===== config.mk =====
export PLATFORM = sky130hd
export DESIGN_NAME = mc_controller
export DESIGN_NICKNAME = d
export VERILOG_FILES = /design/src/rtl/mc_pkg.sv /design/src/rtl/mc_aludec.sv /design/src/rtl/mc_controller.sv
export SDC_FILE = /design/constraint.sdc
export NUM_CORES = 1
export LEC_CHECK = 0
export CORE_MARGIN = 2
export CORE_UTILIZATION = 60
export CTS_BUF_LIST = sky130_fd_sc_hd__clkbuf_8
export DETAILED_ROUTE_END_ITERATION = 10
export DONT_BUFFER_PORTS = 1
export PLACE_DENSITY = 0.73
export SLEW_MARGIN = 40
export SYNTH_ARGS = -nofsm -noshare
export SYNTH_HDL_FRONTEND = slang
export SYNTH_SLANG_ARGS = --single-unit

===== constraint.sdc =====
create_clock -name clk -period 5.91 [get_ports clk]
set_clock_uncertainty 0.1 [all_clocks]
set_input_delay 1.773 -clock clk [delete_from_list [all_inputs] [get_ports clk]]
set_output_delay 1.773 -clock clk [all_outputs]
set_load 0.02 [all_outputs]

===== src/rtl/mc_pkg.sv =====
// Multicycle controller shared definitions.
// Holds the FSM state encoding, instruction opcode and function-field
// constants, ALU operation codes, branch-compare modes, and a helper that
// identifies the extension R-type functions.
package mc_pkg;

    typedef enum logic [3:0] {
        S_FETCH   = 4'd0,
        S_DECODE  = 4'd1,
        S_MEMADR  = 4'd2,
        S_MEMRD   = 4'd3,
        S_MEMWB   = 4'd4,
        S_MEMWR   = 4'd5,
        S_EXECUTE = 4'd6,
        S_ALUWB   = 4'd7,
        S_JR      = 4'd8,
        S_BRANCH  = 4'd9,
        S_IEXEC   = 4'd10,
        S_IWB     = 4'd11,
        S_JUMP    = 4'd12,
        S_FAULT   = 4'd13
    } state_t;

    // Opcodes
    localparam logic [5:0] OP_RTYPE = 6'b000000;
    localparam logic [5:0] OP_BLTZ  = 6'b000001;
    localparam logic [5:0] OP_J     = 6'b000010;
    localparam logic [5:0] OP_BEQ   = 6'b000100;
    localparam logic [5:0] OP_BGTZ  = 6'b000111;
    localparam logic [5:0] OP_ADDI  = 6'b001000;
    localparam logic [5:0] OP_ANDI  = 6'b001100;
    localparam logic [5:0] OP_ORI   = 6'b001101;
    localparam logic [5:0] OP_LW    = 6'b100011;
    localparam logic [5:0] OP_SW    = 6'b101011;

    // R-type function fields
    localparam logic [5:0] F_SRL  = 6'b000010;
    localparam logic [5:0] F_SRLV = 6'b000110;
    localparam logic [5:0] F_JR   = 6'b001000;
    localparam logic [5:0] F_ADD  = 6'b100000;
    localparam logic [5:0] F_SUB  = 6'b100010;
    localparam logic [5:0] F_AND  = 6'b100100;
    localparam logic [5:0] F_OR   = 6'b100101;
    localparam logic [5:0] F_XOR  = 6'b100110;
    localparam logic [5:0] F_SLT  = 6'b101010;

    // ALU operations
    localparam logic [3:0] ALU_AND  = 4'b0000;
    localparam logic [3:0] ALU_OR   = 4'b0001;
    localparam logic [3:0] ALU_ADD  = 4'b0010;
    localparam logic [3:0] ALU_SRL  = 4'b0100;
    localparam logic [3:0] ALU_PASS = 4'b0101;
    localparam logic [3:0] ALU_XOR  = 4'b0110;
    localparam logic [3:0] ALU_SUB  = 4'b1010;
    localparam logic [3:0] ALU_SLT  = 4'b1011;

    // Branch compare modes
    localparam logic [1:0] BC_NONE = 2'b00;
    localparam logic [1:0] BC_EQ   = 2'b01;
    localparam logic [1:0] BC_LTZ  = 2'b10;
    localparam logic [1:0] BC_GTZ  = 2'b11;

    function automatic logic is_ext_funct(input logic [5:0] f);
        return (f == F_XOR) || (f == F_SRL) || (f == F_SRLV);
    endfunction

endpackage


===== src/rtl/mc_aludec.sv =====
// Combinational ALU decode for the multicycle controller.
// Ports:
//   op, funct  : instruction opcode and function field
//   r_alu      : ALU operation for R-type instructions
//   r_legal    : funct is a recognised R-type function (jr included)
//   b_alu      : ALU operation for the branch selected by op
//   b_con      : branch compare mode for the branch selected by op
//   i_alu      : ALU operation for immediate instructions
module mc_aludec import mc_pkg::*; #(
    parameter int ENABLE_EXT = 1
) (
    input  logic [5:0] op,
    input  logic [5:0] funct,
    output logic [3:0] r_alu,
    output logic       r_legal,
    output logic [3:0] b_alu,
    output logic [1:0] b_con,
    output logic [3:0] i_alu
);

    always_comb begin
        r_alu   = ALU_AND;
        r_legal = 1'b0;
        case (funct)
            F_ADD: begin r_alu = ALU_ADD; r_legal = 1'b1; end
            F_SUB: begin r_alu = ALU_SUB; r_legal = 1'b1; end
            F_AND: begin r_alu = ALU_AND; r_legal = 1'b1; end
            F_OR:  begin r_alu = ALU_OR;  r_legal = 1'b1; end
            F_SLT: begin r_alu = ALU_SLT; r_legal = 1'b1; end
            F_JR:  r_legal = 1'b1;
            default: begin
                // Extension functions are rejected entirely when disabled.
                if (ENABLE_EXT != 0 && is_ext_funct(funct)) begin
                    r_alu   = (funct == F_XOR) ? ALU_XOR : ALU_SRL;
                    r_legal = 1'b1;
                end
            end
        endcase
    end

    always_comb begin
        b_alu = ALU_AND;
        b_con = BC_NONE;
        case (op)
            OP_BEQ:  begin b_alu = ALU_SUB;  b_con = BC_EQ;  end
            OP_BLTZ: begin b_alu = ALU_PASS; b_con = BC_LTZ; end
            OP_BGTZ: begin b_alu = ALU_PASS; b_con = BC_GTZ; end
            default: ;
        endcase
    end

    always_comb begin
        case (op)
            OP_ANDI: i_alu = ALU_AND;
            OP_ORI:  i_alu = ALU_OR;
            default: i_alu = ALU_ADD;
        endcase
    end

endmodule


===== src/rtl/mc_controller.sv =====
// Multicycle processor controller: FSM sequencing fetch, decode, memory,
// ALU, branch and jump steps, with a memory-wait timeout that traps into a
// sticky FAULT state.
// Ports:
//   clk, reset           : clock, asynchronous active-high reset
//   op, funct            : instruction fields from the instruction register
//   comparator_result    : branch condition from the datapath
//   mem_ready            : memory access complete
//   mem_req..branchcon   : datapath control (muxes, enables, ALU op)
//   if_srl, jump_register: instruction-field decodes for the datapath
//   fault                : sticky fault flag
//   state                : current FSM state for debug
module mc_controller import mc_pkg::*; #(
    parameter int WAIT_MAX   = 15,
    parameter int ENABLE_EXT = 1
) (
    input  logic       clk,
    input  logic       reset,
    input  logic [5:0] op,
    input  logic [5:0] funct,
    input  logic       comparator_result,
    input  logic       mem_ready,
    output logic       mem_req,
    output logic       iord,
    output logic       irwrite,
    output logic       memwrite,
    output logic       regwrite,
    output logic       regdst,
    output logic       memtoreg,
    output logic       alusrca,
    output logic [1:0] alusrcb,
    output logic [1:0] pcsrc,
    output logic       pcen,
    output logic       branch,
    output logic       i_type,
    output logic       if_srl,
    output logic       jump_register,
    output logic [3:0] alucontrol,
    output logic [1:0] branchcon,
    output logic       fault,
    output logic [3:0] state
);

    localparam int CNT_W = (WAIT_MAX > 1) ? $clog2(WAIT_MAX + 1) : 1;

    state_t           cur, nxt;
    logic [CNT_W-1:0] count;
    logic             mreq, irw, mwr, rwr, pce;
    logic             waiting, timeout, entering;
    logic [3:0]       r_alu, b_alu, i_alu;
    logic             r_legal;
    logic [1:0]       b_con;

    mc_aludec #(.ENABLE_EXT(ENABLE_EXT)) u_aludec (
        .op      (op),
        .funct   (funct),
        .r_alu   (r_alu),
        .r_legal (r_legal),
        .b_alu   (b_alu),
        .b_con   (b_con),
        .i_alu   (i_alu)
    );

    assign waiting = mreq & ~mem_ready;
    // A ready response in the limit cycle is a success, hence gating on waiting.
    assign timeout = (WAIT_MAX != 0) && waiting && ((int'(count) + 1) >= WAIT_MAX);
    assign entering = (nxt != cur) &&
                      (nxt == S_FETCH || nxt == S_MEMRD || nxt == S_MEMWR);

    always_ff @(posedge clk or posedge reset) begin
        if (reset) begin
            cur   <= S_FETCH;
            count <= '0;
        end else begin
            cur <= nxt;
            if (entering)
                count <= '0;
            else if (waiting)
                count <= count + 1'b1;
        end
    end

    always_comb begin
        nxt        = cur;
        mreq       = 1'b0;
        iord       = 1'b0;
        irw        = 1'b0;
        mwr        = 1'b0;
        rwr        = 1'b0;
        pce        = 1'b0;
        regdst     = 1'b0;
        memtoreg   = 1'b0;
        alusrca    = 1'b0;
        alusrcb    = 2'b00;
        pcsrc      = 2'b00;
        branch     = 1'b0;
        i_type     = 1'b0;
        alucontrol = ALU_AND;
        branchcon  = BC_NONE;
        case (cur)
            S_FETCH: begin
                mreq       = 1'b1;
                alusrcb    = 2'b01;
                alucontrol = ALU_ADD;
                if (mem_ready) begin
                    irw = 1'b1;
                    pce = 1'b1;
                    nxt = S_DECODE;
                end
            end
            S_DECODE: begin
                alusrcb    = 2'b11;
                alucontrol = ALU_ADD;
                case (op)
                    OP_LW, OP_SW:             nxt = S_MEMADR;
                    OP_RTYPE:                 nxt = S_EXECUTE;
                    OP_BEQ:                   nxt = S_BRANCH;
                    OP_BLTZ, OP_BGTZ:         nxt = (ENABLE_EXT != 0) ? S_BRANCH : S_FAULT;
                    OP_ADDI, OP_ANDI, OP_ORI: nxt = S_IEXEC;
                    OP_J:                     nxt = S_JUMP;
                    default:                  nxt = S_FAULT;
                endcase
            end
            S_MEMADR: begin
                alusrca    = 1'b1;
                alusrcb    = 2'b10;
                alucontrol = ALU_ADD;
                nxt        = (op == OP_SW) ? S_MEMWR : S_MEMRD;
            end
            S_MEMRD: begin
                mreq = 1'b1;
                iord = 1'b1;
                if (mem_ready) nxt = S_MEMWB;
            end
            S_MEMWB: begin
                rwr      = 1'b1;
                memtoreg = 1'b1;
                nxt      = S_FETCH;
            end
            S_MEMWR: begin
                mreq = 1'b1;
                iord = 1'b1;
                mwr  = 1'b1;
                if (mem_ready) nxt = S_FETCH;
            end
            S_EXECUTE: begin
                alusrca    = 1'b1;
                alucontrol = r_alu;
                if (!r_legal)            nxt = S_FAULT;
                else if (funct == F_JR)  nxt = S_JR;
                else                     nxt = S_ALUWB;
            end
            S_ALUWB: begin
                rwr    = 1'b1;
                regdst = 1'b1;
                nxt    = S_FETCH;
            end
            S_JR: begin
                pcsrc      = 2'b11;
                pce        = 1'b1;
                alucontrol = ALU_PASS;
                nxt        = S_FETCH;
            end
            S_BRANCH: begin
                branch     = 1'b1;
                alusrca    = 1'b1;
                pcsrc      = 2'b01;
                pce        = comparator_result;
                alucontrol = b_alu;
                branchcon  = b_con;
                nxt        = S_FETCH;
            end
            S_IEXEC: begin
                alusrca    = 1'b1;
                alusrcb    = 2'b10;
                alucontrol = i_alu;
                i_type     = (op == OP_ANDI) || (op == OP_ORI);
                nxt        = S_IWB;
            end
            S_IWB: begin
                rwr = 1'b1;
                nxt = S_FETCH;
            end
            S_JUMP: begin
                pcsrc = 2'b10;
                pce   = 1'b1;
                nxt   = S_FETCH;
            end
            S_FAULT: nxt = S_FAULT;
            default: nxt = S_FAULT;
        endcase
        if (timeout) nxt = S_FAULT;
    end

    // Enables are forced low combinationally so they drop the instant reset rises.
    assign mem_req       = mreq & ~reset;
    assign irwrite       = irw  & ~reset;
    assign memwrite      = mwr  & ~reset;
    assign regwrite      = rwr  & ~reset;
    assign pcen          = pce  & ~reset;
    assign fault         = (cur == S_FAULT);
    assign state         = cur;
    assign if_srl        = (op == OP_RTYPE) && (funct == F_SRL);
    assign jump_register = (funct == F_JR);

endmodule

---- After elaboration in Yosys (flattened, before gate mapping) ----
Index checks and enable logic that the tools add are counted.
cells by class
  $add $sub $neg .......................... 2
  multipliers ............................. 0
  $lt $le $gt $ge ......................... 1
  equality and inequality tests ........... 34
  shifts and indexed selects .............. 0
  reduce and logical (&&, ||, !) cells .... 26
  divide/modulo/power cells ............... 0
  bitwise operators ....................... 8
  muxes and demuxes ....................... 35
operators by type and width
  cell                   number
  $pmux W4 S5            3
  $eq A6 B6 Y1 const B   8
  $mux W4                9
  $pmux W4 S8            1
  $eq A4 B4 Y1 const B   6
  $eq A6 B4 Y1 const B   4
  $eq A4 B3 Y1 const B   5
  $eq A6 B3 Y1 const B   3
  $pmux W2 S3            3
  $reduce_or A3 Y1       5
  $mux W1                13
  $eq A4 B2 Y1 const B   3
  $eq A6 B2 Y1 const B   2
  $reduce_or A2 Y1       6
  $reduce_or A6 Y1       2
  $logic_not A4 Y1       2
  $pmux W4 S2            1
  $and A1 B1 Y1          6
  $eq A6 B1 Y1 const B   1
  $logic_not A6 Y1       1
  $add A4 B1 Y5 const B  1
  $ge A5 B4 Y1 const B   1
  $logic_or A1 B1 Y1     5
  $add A4 B1 Y4 const B  1
  other kinds (10)       14
word-level totals
  memories ................................ 0
  bits in latches ......................... 0
  RAM bits ................................ 0
  logic and storage cells ................. 108
  output and inout port bits .............. 28
  bits in read-only memories .............. 0
  register bits ........................... 8

---- Depth between registers and ports, before layout ----
  word-level depth ........................ 13
  gate-level depth with buffers ........... 9
  mapped depth without buffers ............ 9

---- Modules after synthesis ----
From an unflattened synthesis, not the netlist that was laid out.
unflattened totals
  cell total of the unflattened synthesis .. 212
  area, all modules ....................... 1534.0 um^2
by module, submodules not included
  module         times used  sequential area each (um^2)  area each (um^2)  cells an instance
  mc_controller  1           200.2                        1285.0            175
  mc_aludec      1           0.0                          249.0             37

---- Least setup slack after synthesis ----
Ideal clock, no wire load.
  path type ............................... input to output
  from .................................... input port op[2]
  to ...................................... output port alucontrol[0]
  data arrival time ....................... 3.151 ns
  cell stages on the path ................. 5
  slack ................................... 0.886 ns
  path through ............................ buf_2 > nand2_1 > nor4_1 > nand2_1 > o211ai_1
between the ends
  word-level cells in the longest chain between the ends .. 4
ends and longest elaborated chain
  element                                              RTL line              RTL
  from (decl)                                          mc_controller.sv:19   input logic [5:0] op,
  $eq A6 B1 Y1 / $eq A6 B3 Y1 (equally long branches)  mc_aludec.sv:44       case (op)
  $reduce_or A2 Y1 (no source line)                    n/a
  $pmux W4 S2                                          mc_aludec.sv:44
  $pmux W4 S5 *                                        mc_controller.sv:100  case (cur)
  to (decl)                                            mc_controller.sv:38   output logic [3:0] alucontrol,
Every way passes the cells marked *; elsewhere a longest branch is shown, timed or not.

---- Worst setup path after layout ----
  from .................................... input port funct[0]
  to ...................................... output port alucontrol[1]
between the ends
  word-level cells in the longest chain between the ends .. 6
ends and longest elaborated chain
  element                                              RTL line                       RTL
  from (decl)                                          mc_controller.sv:20            input logic [5:0] funct,
  $eq A6 B6 Y1 / $eq A6 B2 Y1 (equally long branches)  mc_pkg.sv:64, mc_aludec.sv:34
  $logic_or A1 B1 Y1 (2 in a row)                      mc_pkg.sv:64                   return (f == F_XOR) || (f == F_SRL) || (f == F_SRLV);
  $mux W4                                              mc_aludec.sv:33                if (ENABLE_EXT != 0 && is_ext_funct(funct)) begin
  $pmux W4 S5 *                                        mc_aludec.sv:24                case (funct)
  $pmux W4 S5 *                                        mc_controller.sv:100
Marked as above.

==> results_dict.tcl <==
set metrics [dict create \
    detailedRoute.firstIterationViolations 38 \
    power.leakage_nw 0.515 \
    worstSetupEndpointType "output port" \
    placementRows 17 \
    design.final.nets 198 \
    run_status "completed" \
    finish.cell_count_without_fillers 206 \
    postSynthCellCount 184 \
    part_of_the_yosys_area_used_for_sequential_elements_pct 14.8 \
    gp_routability_congestion 0.841 \
    ratio_of_cells_with_drive_above_1_in_the_final_layout_pct 12.4 \
    synth_edf_count 0 \
    mappedNetlistNets 202 \
    cts.reportedPaths.clkPinSlew_ns 0.04 \
    post_cts_hold_buffer_count 0 \
    finalPower_mw 0.619 \
    max_fclk_ghz 0.210 \
    tritoncts "built" \
    mappedNetlistArea_sq_mm 0.00135 \
    global_route_usage_over_all_layers_pct 27.2 \
    postPlaceCellArea_sq_mm 0.00134 \
    cts.sinks 8 \
    routed-via-count 1356 \
    grt_pass1_vias 1320 \
    cts-root-to-sink-buffers 2 \
    postSynth.topFlopCell "dfrtp_1" \
    setup.worst_path.start "funct[0]" \
    area_delta_synth_final_pct 2.60 \
    clock_tree.htree_level_count 1 \
    postLayoutCellArea_sq_mm 0.00139 \
    clk_latency_ns 0.22 \
    timing.hold.worst.class "flip-flop to flip-flop" \
    die_w_um 51.4 \
    setup_repair_after_global_routing_missed_its_margin "no" \
    worst_pin_slew_ns 0.744 \
    reg2reg_from "state[0]" \
    final_min_period_over_clock_period_pct 80.5 \
    cts_root_buf "clkbuf_8" \
    finalSetupTns_ns 0 \
    die-height_um 51.4 \
    post-route-util_pct 63.8 \
    synth-async-reset-ratio_pct 100 \
    postCtsSetupBuffers 0 \
    timing.critical_path.arrival_ns 2.88 \
    totalWireLength_um 3390 \
    grt_first_pass_wirelength_um 5540 \
    dieArea_sq_mm 0.00265 \
    drt-wirelength-per-cell_um 16.4 \
    worst_ep_required_ns 4.04 \
    pwr_density_cell_mw_per_mm2 447 \
    final_antenna_net_count 0 \
    final-setup-viol-count 0 \
    core-area_sq_mm 0.00217 \
    crit_path_start_kind "input port" \
    post_synth.cell_area_avg_sq_um 7.34 \
    slew_headroom_pct 50.0 \
    min-delay-start "count[3]" \
    maxCapViolCount 0 \
    number_of_warnings_printed_during_yosys_synthesis 0 \
    diodes 0 \
    criticalPathCategory "input port to output port" \
    cts_resized 0 \
    drc_errors 0 \
    postSynthRegisterBits 8 \
    cts-buffers-inserted 3 \
    grt_max_degree 21 \
    pin_count 44 \
    port_buffers 0 \
    effective_utilization_at_floorplan_pct 62.2 \
    finalHoldViolCount 0 \
    ir_worst_vdd_v 0.000294 \
    synth.distinct_cells 59 \
    min_period_ns 4.76 \
    initial_antenna_violation_count 0 \
    grt.overflow.total 0 \
    critical_path.max_fanout 6 \
    number_of_cells_in_the_design_after_placement 203 \
    vias_per_cell 6.58 \
    drt-pass1-iter-count 4 \
    post-dp-hpwl_um 2730 \
    slew_violations 0 \
]
-- Yosys cell counts (2+ instances only) --
library cell   n  area share (%)
nor2_1        17             4.7
nand2_1       16             4.4
nor3_1        16             5.9
nand2b_1      12             5.6
dfrtp_1        8              15
o21ai_0        8             3.0
inv_1          7             1.9
buf_2          6             2.2
nand3_1        6             2.2
nor2b_1        5             2.3
a21oi_1        4             1.5
nor4_1         4             1.9
o31ai_1        4             2.2
xnor2_1        4             2.6
xor2_1         4             2.6
and2_1         3             1.4
o211ai_1       3             1.7
or2_2          3             1.4
or3_1          3             1.4
a2111oi_4      2             4.1
a21o_1         2             1.1
a31oi_1        2            0.93
and3b_1        2             1.3
and4_1         2             1.3
clkbuf_1       2            0.56
ha_1           2             1.9
nand3b_1       2             1.1
nor3b_1        2             1.1
o21bai_1       2             1.1
or4b_4         2             2.0
-- flip-flops by register name (all words and copies together), names as in the netlist --
name	count
count	4
state	4
-- logic make-up (layout without fill, tap and decap cells) --
group | Yosys count | after routing | synth area share, %
and+or+nand+nor | 107 | 107 | 46.3
adders and majority gates | 2 | 2 | 1.85
muxes | 1 | 1 | 0.741
DFF | 8 | 8 | 14.8
AOI/OAI and AO/OA | 41 | 41 | 25.5
buffers and inverters | 17 | 11 | 5.56
xor gates and xnor gates | 8 | 8 | 5.19
-- worst paths after layout --
kind / slack [ns] / endpoint / cells past startpoint
min in group asynchronous: 1.32 / state[0] / 1
hold / removal: 0.53 / count[3] / 2
hold reg to reg: 0.53 / count[3] / 2
max in group asynchronous: 4.12 / count[1] / 1
setup / recovery: 1.15 / alucontrol[1] / 4
setup reg to reg: 2.99 / count[2] / 6
-- metal layers --
metal,part of all wire [%],global-route usage [%],up-vias,wire (um)
li1,-,-,665,-
met1,42,30.1,634,1410
met2,51,50.2,49,1730
met3,5.2,5.26,8,176
met4,1.9,10.5,0,66
met5,0,0,-,0
-- through the flow --
stage / worst slack [ns] / hold slack, ns
floorplan: 0.886 / 0.458
global placement: 1.15 / 0.489
detailed placement: 1.14 / 0.515
CTS: 1.14 / 0.527
global route: 1.11 / 0.560
finish: 1.15 / 0.525
-- layout by cell type, fill, tap and decap left out, types with 3 or more instances in the layout --
cell | synthesis | final
a21oi_1 | 4 | 4
and2_1 | 3 | 3
clkbuf_8 | 0 | 3
dfrtp_1 | 8 | 8
inv_1 | 7 | 7
nand2_1 | 16 | 16
nand2b_1 | 12 | 12
nand3_1 | 6 | 6
nor2_1 | 17 | 17
nor2b_1 | 5 | 5
nor3_1 | 16 | 16
nor4_1 | 4 | 4
o211ai_1 | 3 | 3
o21ai_0 | 8 | 8
o31ai_1 | 4 | 4
or2_2 | 3 | 3
or3_1 | 3 | 3
xnor2_1 | 4 | 4
xor2_1 | 4 | 4
-- critical path, stage by stage --
cell and delay (ns):
or4b_4 0.55, a21boi_0 0.14, o2111ai_1 0.18, nand3_1 0.24
-- final cells by class --
type / count / area (sq um)
repair buffers: 1 / 7.51
flip-flops and latches: 8 / 200
fillers: 207 / 785
clock buffers: 3 / 41.3
well taps: 28 / 35.0
multi-input cells: 159 / 1070
inverters: 7 / 26.3
-- power breakdown --
part / total (mW) / switching (mW) / leakage (nW) / internal, mW
Sequential: 0.146 / 0.0743 / 0.106 / 0.0715
Combinational: 0.412 / 0.255 / 0.388 / 0.157
Clock: 0.0617 / 0.0179 / 0.0216 / 0.0438
Power figures use the tool's default switching activity.
